**src/rtl/plic_claim_agent.sv**
```systemverilog
// Hart-side claim/complete initiator for one interrupt target of the platform interrupt controller.
// Optional build macro PLIC_CLAIM_STATS_EN adds saturating claim/spurious/error counters.
//
// Handshake rules, used identically on both sides of this block:
//   reg_valid_o and every request field (reg_write_o, reg_addr_o, reg_wdata_o, reg_wstrb_o) stay
//   stable from the first valid cycle until the cycle in which reg_ready_i=1; reg_rdata_i and
//   reg_error_i are sampled only in that cycle. irq_valid_o/irq_id_o stay stable until irq_ready_i=1,
//   and the transfer happens in the cycle where both are high.
module plic_claim_agent #(
   parameter logic [31:0] BASE_ADDR = 32'h0C00_0000,
   parameter int unsigned TARGET_ID = 0,
   parameter int unsigned SRCW      = 5,
   parameter int unsigned HOLDOFF   = 2
) (
   input  logic            clk_i,
   input  logic            rst_ni,
   input  logic            eip_i,
   input  logic            enable_i,
   output logic            reg_valid_o,
   output logic            reg_write_o,
   output logic [31:0]     reg_addr_o,
   output logic [31:0]     reg_wdata_o,
   output logic [3:0]      reg_wstrb_o,
   input  logic            reg_ready_i,
   input  logic [31:0]     reg_rdata_i,
   input  logic            reg_error_i,
   output logic            irq_valid_o,
   output logic [SRCW-1:0] irq_id_o,
   input  logic            irq_ready_i,
   input  logic            done_i,
   output logic            busy_o,
   output logic            err_o,
   input  logic            err_clr_i,
`ifdef PLIC_CLAIM_STATS_EN
   output logic [15:0]     stat_claims_o,
   output logic [15:0]     stat_spurious_o,
   output logic [15:0]     stat_errors_o,
`endif
   output logic [2:0]      dbg_state_o
);

   localparam logic [31:0] CLAIM_ADDR = BASE_ADDR + 32'h0020_0004 + 32'(TARGET_ID) * 32'h1000;
   localparam int unsigned CW = (HOLDOFF > 1) ? $clog2(HOLDOFF) : 1;

   typedef enum logic [2:0] {
      S_IDLE     = 3'd0,
      S_CLAIM    = 3'd1,
      S_DISPATCH = 3'd2,
      S_SERVICE  = 3'd3,
      S_COMPLETE = 3'd4,
      S_HOLD     = 3'd5
   } state_e;

   state_e            state_q, state_d;
   logic [SRCW-1:0]   id_q, id_d;
   logic [CW-1:0]     cnt_q, cnt_d;
   logic              err_q, err_d;
   logic              err_set, claim_evt, spur_evt;
   logic              unused_rdata;

   assign unused_rdata = ^reg_rdata_i[31:SRCW];

   always_ff @(posedge clk_i or negedge rst_ni) begin
      if (!rst_ni) begin
         state_q <= S_IDLE;
         id_q    <= '0;
         cnt_q   <= '0;
         err_q   <= 1'b0;
      end else begin
         state_q <= state_d;
         id_q    <= id_d;
         cnt_q   <= cnt_d;
         err_q   <= err_d;
      end
   end

   always_comb begin
      state_d   = state_q;
      id_d      = id_q;
      cnt_d     = cnt_q;
      err_set   = 1'b0;
      claim_evt = 1'b0;
      spur_evt  = 1'b0;
      case (state_q)
         S_IDLE: begin
            if (eip_i && enable_i) state_d = S_CLAIM;
         end
         S_CLAIM: begin
            if (reg_ready_i) begin
               if (reg_error_i) begin
                  err_set = 1'b1;
                  state_d = S_HOLD;
                  cnt_d   = CW'(HOLDOFF - 1);
               end else if (reg_rdata_i[SRCW-1:0] == '0) begin
                  spur_evt = 1'b1;
                  state_d  = S_HOLD;
                  cnt_d    = CW'(HOLDOFF - 1);
               end else begin
                  claim_evt = 1'b1;
                  id_d      = reg_rdata_i[SRCW-1:0];
                  state_d   = S_DISPATCH;
               end
            end
         end
         S_DISPATCH: begin
            if (irq_ready_i) state_d = S_SERVICE;
         end
         S_SERVICE: begin
            if (done_i) state_d = S_COMPLETE;
         end
         S_COMPLETE: begin
            if (reg_ready_i) begin
               err_set = reg_error_i;
               state_d = S_HOLD;
               cnt_d   = CW'(HOLDOFF - 1);
            end
         end
         S_HOLD: begin
            // Gives the controller's gateway time to drop eip for the completed source.
            if (cnt_q == '0) state_d = S_IDLE;
            else             cnt_d   = cnt_q - 1'b1;
         end
         default: state_d = S_IDLE;
      endcase
      // A new error outranks a clear arriving in the same cycle.
      err_d = err_set | (err_q & ~err_clr_i);
   end

   always_comb begin
      reg_valid_o = 1'b0;
      reg_write_o = 1'b0;
      reg_addr_o  = '0;
      reg_wdata_o = '0;
      reg_wstrb_o = 4'h0;
      if (state_q == S_CLAIM) begin
         reg_valid_o = 1'b1;
         reg_addr_o  = CLAIM_ADDR;
      end else if (state_q == S_COMPLETE) begin
         reg_valid_o = 1'b1;
         reg_write_o = 1'b1;
         reg_addr_o  = CLAIM_ADDR;
         reg_wdata_o = 32'(id_q);
         reg_wstrb_o = 4'hF;
      end
   end

   assign irq_valid_o = (state_q == S_DISPATCH);
   assign irq_id_o    = id_q;
   assign busy_o      = (state_q == S_CLAIM) || (state_q == S_DISPATCH) ||
                        (state_q == S_SERVICE) || (state_q == S_COMPLETE);
   assign err_o       = err_q;
   assign dbg_state_o = state_q;

`ifdef PLIC_CLAIM_STATS_EN
   logic [15:0] claims_q, claims_d, spur_q, spur_d, errs_q, errs_d;

   function automatic logic [15:0] sat_next(input logic [15:0] cur, input logic evt,
                                            input logic clr);
      logic [15:0] base;
      base = clr ? 16'h0000 : cur;
      if (evt && base != 16'hFFFF) return base + 16'h0001;
      return base;
   endfunction

   always_comb begin
      claims_d = sat_next(claims_q, claim_evt, err_clr_i);
      spur_d   = sat_next(spur_q, spur_evt, err_clr_i);
      errs_d   = sat_next(errs_q, err_set, err_clr_i);
   end

   always_ff @(posedge clk_i or negedge rst_ni) begin
      if (!rst_ni) begin
         claims_q <= '0;
         spur_q   <= '0;
         errs_q   <= '0;
      end else begin
         claims_q <= claims_d;
         spur_q   <= spur_d;
         errs_q   <= errs_d;
      end
   end

   assign stat_claims_o   = claims_q;
   assign stat_spurious_o = spur_q;
   assign stat_errors_o   = errs_q;
`endif

endmodule

```
**config.mk**
```make
export PLATFORM = sky130hd
export DESIGN_NAME = plic_claim_agent
export DESIGN_NICKNAME = d
export VERILOG_FILES = /design/src/rtl/plic_claim_agent.sv
export SDC_FILE = /design/constraint.sdc
export NUM_CORES = 1
export LEC_CHECK = 0
export ABC_AREA = 1
export CAP_MARGIN = 10
export CORE_UTILIZATION = 29
export CTS_CLUSTER_DIAMETER = 150
export DETAILED_ROUTE_END_ITERATION = 16
export GPL_TIMING_DRIVEN = 1
export PLACE_DENSITY = 0.82
export SYNTH_ARGS = -nofsm -noshare
export SYNTH_HDL_FRONTEND = slang
export SYNTH_SLANG_ARGS = --single-unit
export TNS_END_PERCENT = 5
```
**constraint.sdc**
```tcl
create_clock -name clk_i -period 1.4 [get_ports clk_i]
set_input_delay 0.21 -clock clk_i [delete_from_list [all_inputs] [get_ports clk_i]]
set_output_delay 0.21 -clock clk_i [all_outputs]
set_load 0.005 [all_outputs]
```
* Yosys cells after proc, flatten, opt, wreduce, memory -nomap -nowiden *
Index checks and enable logic that the tools add are counted.

word-level totals
  flip-flop bits (word level) = 10
  input port bits = 41
  word-level logic and storage cells = 60

cells by class
  add/sub/neg operators = 1
  eq/ne operators = 12
  multiplexer cells = 28
  bitwise gates (word level) = 5
  reduce and logical (&&, ||, !) cells = 10

operators with widths
  operator             number
  $mux 28              2
  $mux 3               8
  $pmux 3 s6           1
  $mux 1               11
  $mux 5               2
  $ne 2x2->1 const B   5
  $mux 4               2
  $reduce_and 4->1     2
  $eq 3x2->1 const B   2
  $eq 3x3->1 const B   2
  $reduce_and 6->1     1
  $logic_not 5->1      1
  $eq 3x1->1 const B   1
  $logic_not 3->1      1
  $logic_or 1x1->1     3
  $ne 3x3->1 const B   1
  $not 1->1            3
  $pmux 1 s3           1
  $reduce_bool 3->1    1
  $ne 2x1->1 const B   1
  $pmux 1 s2           1
  $and 1x1->1          1
  $logic_and 1x1->1    1
  $or 1x1->1           1
  $sub 1x1->1 const B  1

* Logic depth before layout (Yosys ltp) *
  depth in word-level cells = 5
  gate-level depth with buffers = 8
  gate-level depth less buffers = 8

* Worst setup path after synthesis *
Ideal clock, no wire load.

  path type = register to register
  start point = register state_q[0], in the netlist dbg_state_o[0]
  end point = register state_q[0], in the netlist dbg_state_o[0]
  setup time = 0.116 ns
  arrival = 1.136 ns
  slack = 0.147 ns
  cell stages (with the launch flop) = 9
  buffers on the path = 0
  cells stage by stage = dfrtp_1 -> nor2_2 -> nand2_4 -> nand2_4 -> nand2_4 -> nand3_4 -> nor2_4 -> nand2_1 -> nand2_1

between the ends
  cells in the longest elaborated chain, start to end = 3
  elaborated cells between the ends (all ways) = 14
  those cells by class = eq/ne: 11; mux: 1; reduce/logical: 2

RTL lines
  what                                                RTL line  RTL
  start: declaration                                  54        state_e state_q, state_d;
  start signal: assignment                            70        state_q <= state_d;
  $eq 3x3->1 (tied with other cells)                  84        case (state_q)
  $ne 2x2->1 (no line) or $ne 2x1->1 (tied branches)  --
  $reduce_and 6->1 (no line)                          --

Several ways; a longest one is shown, not always the timed one.
A chain may end at the register's enable or synchronous reset.

* Worst setup path in the final report *
  start point = register state_q[1], in the netlist dbg_state_o[1]
  end point = output port dbg_state_o[1]

RTL lines
  what              RTL line  RTL
  end: declaration  39        output logic [2:0] dbg_state_o

No word-level cell between the ends.

==> results.py <==
metrics = {
    "outcome": {
        "status": "finished with violations",
        "violations": "setup timing",
    },
    "synth": {
        "syn_area_per_cell_um2": 7.507,
        "synth_area_um2": 1156,
        "synth_area_leaders": "buf_4, dfrtp_1, nand2_1",
        "ys_ff_latch": 10,
        "ys_types": 23,
        "synth_top_area_share_pct": 40.91,
        "syn_inst": 154,
        "synth.largest_area_cell": "buf_4",
        "yosysSeqAreaShare_pct": 21.65,
        "ys_warn_count": 0,
    },
    "clocking": {
        "cts_max_level": 1,
        "numCtsBuffers": 3,
        "hold_buffers": 0,
        "cts.sinks": 10,
        "clockBufferDepth": 2,
        "cts-root-buf": "clkbuf_8",
        "clk_latency_ns": 0.23,
        "cts_tree": "done",
        "path_clk_slew_ns": 0.04,
    },
    "grt": {
        "grt_use_total_pct": 12.04,
        "grt_max_degree": 11,
        "grt_use_met2_pct": 23.05,
        "global_route.usage.met3_pct": 4.167,
        "grt_pass1_wl_um": 3891,
        "top_usage_layer": "met2",
        "gr-total-overflow": 0,
        "antenna_found_initial": 0,
        "grt_pass1_vias": 903,
        "met1_usage_pct": 12.22,
    },
    "power_and_ir_drop": {
        "seq_power_share_pct": 17.4,
        "p_leak_nw": 0.9189,
        "p_int_mw": 1.830,
        "p_switching_mw": 1.194,
        "peakVddDrop_uv": 760.9,
        "pwr-share-comb_pct": 71.1,
        "pwr-share-clk_pct": 11.5,
        "p_sw_share_pct": 39.48,
        "powerDensity_nw_per_um2": 1808,
    },
    "cells_and_area": {
        "drive_gt1_share_pct": 36.28,
        "fin_area_um2": 1673,
        "syn_to_final_growth_pct": 44.70,
        "layout_common_cells": "conb_1, nand2_1, clkdlybuf4s50_1",
        "nFillCells": 378,
        "antennaDiodeCount": 0,
        "fin_nets": 257,
        "layout_commonest_cell": "conb_1",
        "instances_no_fill": 263,
    },
    "setup_path": {
        "critPathKind": "flop to primary output",
        "r2r_cells": 9,
        "start_kind": "flop",
        "setup.worst_path.end_class": "primary output",
        "r2r-end": "irq_id_o[4]",
        "crit_fanout": 3,
        "r2r_slack_ns": -0.05,
        "cp_data_required_time_ns": 1.19,
        "r2r-start": "dbg_state_o[1]",
        "cp.arrival_ns": 1.27,
    },
    "sta": {
        "rsz0062_at_grt": "yes",
        "period_share_pct": 105.6,
        "setup_viol": 16,
        "max_freq_mhz": 676.5,
        "clock_skew_ns": 0.001990,
        "maxSlewViolCount": 0,
        "period_minus_slack_ns": 1.478,
        "finalSetupTns_ns": -0.6426,
        "hold_viol": 0,
        "hold_ws_ns": 0.3010,
        "fin_ws_ns": -0.07824,
    },
    "routing": {
        "viasPerCell": 3.726,
        "antenna_left": 0,
        "firstDrtPassIters": 4,
        "via_count": 980,
        "dr.first_iter.drc_count": 14,
        "drc": 0,
        "wl_per_cell_um": 9.179,
        "drt-total-wl_um": 2414,
    },
    "hold_path": {
        "hp-class": "primary input to async pin",
    },
    "placed_design": {
        "placed_cells": 247,
        "post_dp_cell_area_um2": 1449,
        "dp_hpwl_um": 1811,
        "portBuffers": 39,
        "globalplace.congestion": 0.7903,
    },
    "die": {
        "die_w_um": 65.14,
        "start_util_pct": 30.88,
        "core_um2": 3744,
        "die_area_um2": 4243,
        "die_y_um": 65.14,
        "rows": 22,
        "ios": 122,
    },
    "flow_run": {
        "drv_cap": 0,
    },
}
## through the flow
stage	worst slack, ns	util, %	power, mW
after floorplan	0.1472	-	1.561
after global placement	-0.1474	38.70	2.272
after detailed placement	-0.2066	38.70	2.311
after CTS	-0.2046	43.22	2.873
after global routing	-0.1371	44.69	3.281
final	-0.07824	44.69	3.024
## logic make-up (layout without fill, tap and decap cells)
group | count (synthesis) | after routing | share of synthesized area, %
flops | 10 | 10 | 21.65
other cells | 1 | 55 | 0.3244
buf+inv | 81 | 87 | 46.86
simple gates | 55 | 56 | 27.92
compound gates | 7 | 7 | 3.246
## routing by layer
layer	vias up	share of wire, %
li1	479	-
met1	448	35
met2	51	57
met3	2	7.8
met4	0	0.50
met5	-	0
## flip-flops by register name, indices dropped and copies added (netlist names)
signal       count
dbg_state_o      3
cnt_q            1
err_o            1
irq_id_o         5
## worst max path at each step
stage | start | end | slack (ns) | cells past startpoint
floorplan | dbg_state_o[0] | dbg_state_o[0] | 0.15 | 8
global placement | dbg_state_o[0] | reg_wstrb_o[1] | -0.15 | 4
detailed placement | dbg_state_o[0] | reg_wstrb_o[1] | -0.21 | 4
CTS | dbg_state_o[1] | reg_addr_o[27] | -0.20 | 6
global route | dbg_state_o[0] | reg_valid_o | -0.14 | 6
finish | dbg_state_o[1] | dbg_state_o[1] | -0.08 | 2
## power groups by stage
stage | Combinational [mW] | Clock [mW] | Sequential, mW
2_1_floorplan | 1.02 | 0 | 0.545
3_3_place_gp | 1.76 | 0 | 0.509
3_5_place_dp | 1.80 | 0 | 0.515
4_1_cts | 1.99 | 0.354 | 0.525
5_1_grt | 2.36 | 0.376 | 0.542
6_report | 2.15 | 0.346 | 0.526
## worst max-delay path, cell delays in order (launching register included)
cell,delay (ns)
dfrtp_1,0.41
buf_4,0.14
clkdlybuf4s50_1,0.49
## cell usage after synthesis, drive strengths merged
cell type and number:
a21oi 4, buf 63, clkinv 2, conb 1, dfrtp 10, inv 16, nand2 27, nand3 8
nand4 4, nor2 16, o211ai 1, o21ai 2
## area by class of cell
cell class | instances | area (um^2) | share of cell area (%)
Tap cell | 48 | 60.06 | 3.590
Sequential cell | 10 | 251.5 | 15.03
Clock buffer | 4 | 55.05 | 3.291
Multi-Input combinational cell | 118 | 650.6 | 38.89
Timing Repair Buffer | 65 | 570.5 | 34.11
Inverter | 18 | 85.08 | 5.086
## timing repair
action,in CTS,in global routing
setup endpoints to repair,25,29
resized for setup,67,30
setup buffers,10,2
pin swaps,3,4
gates cloned,1,0
No activity file was read; power rests on OpenSTA's default activity.
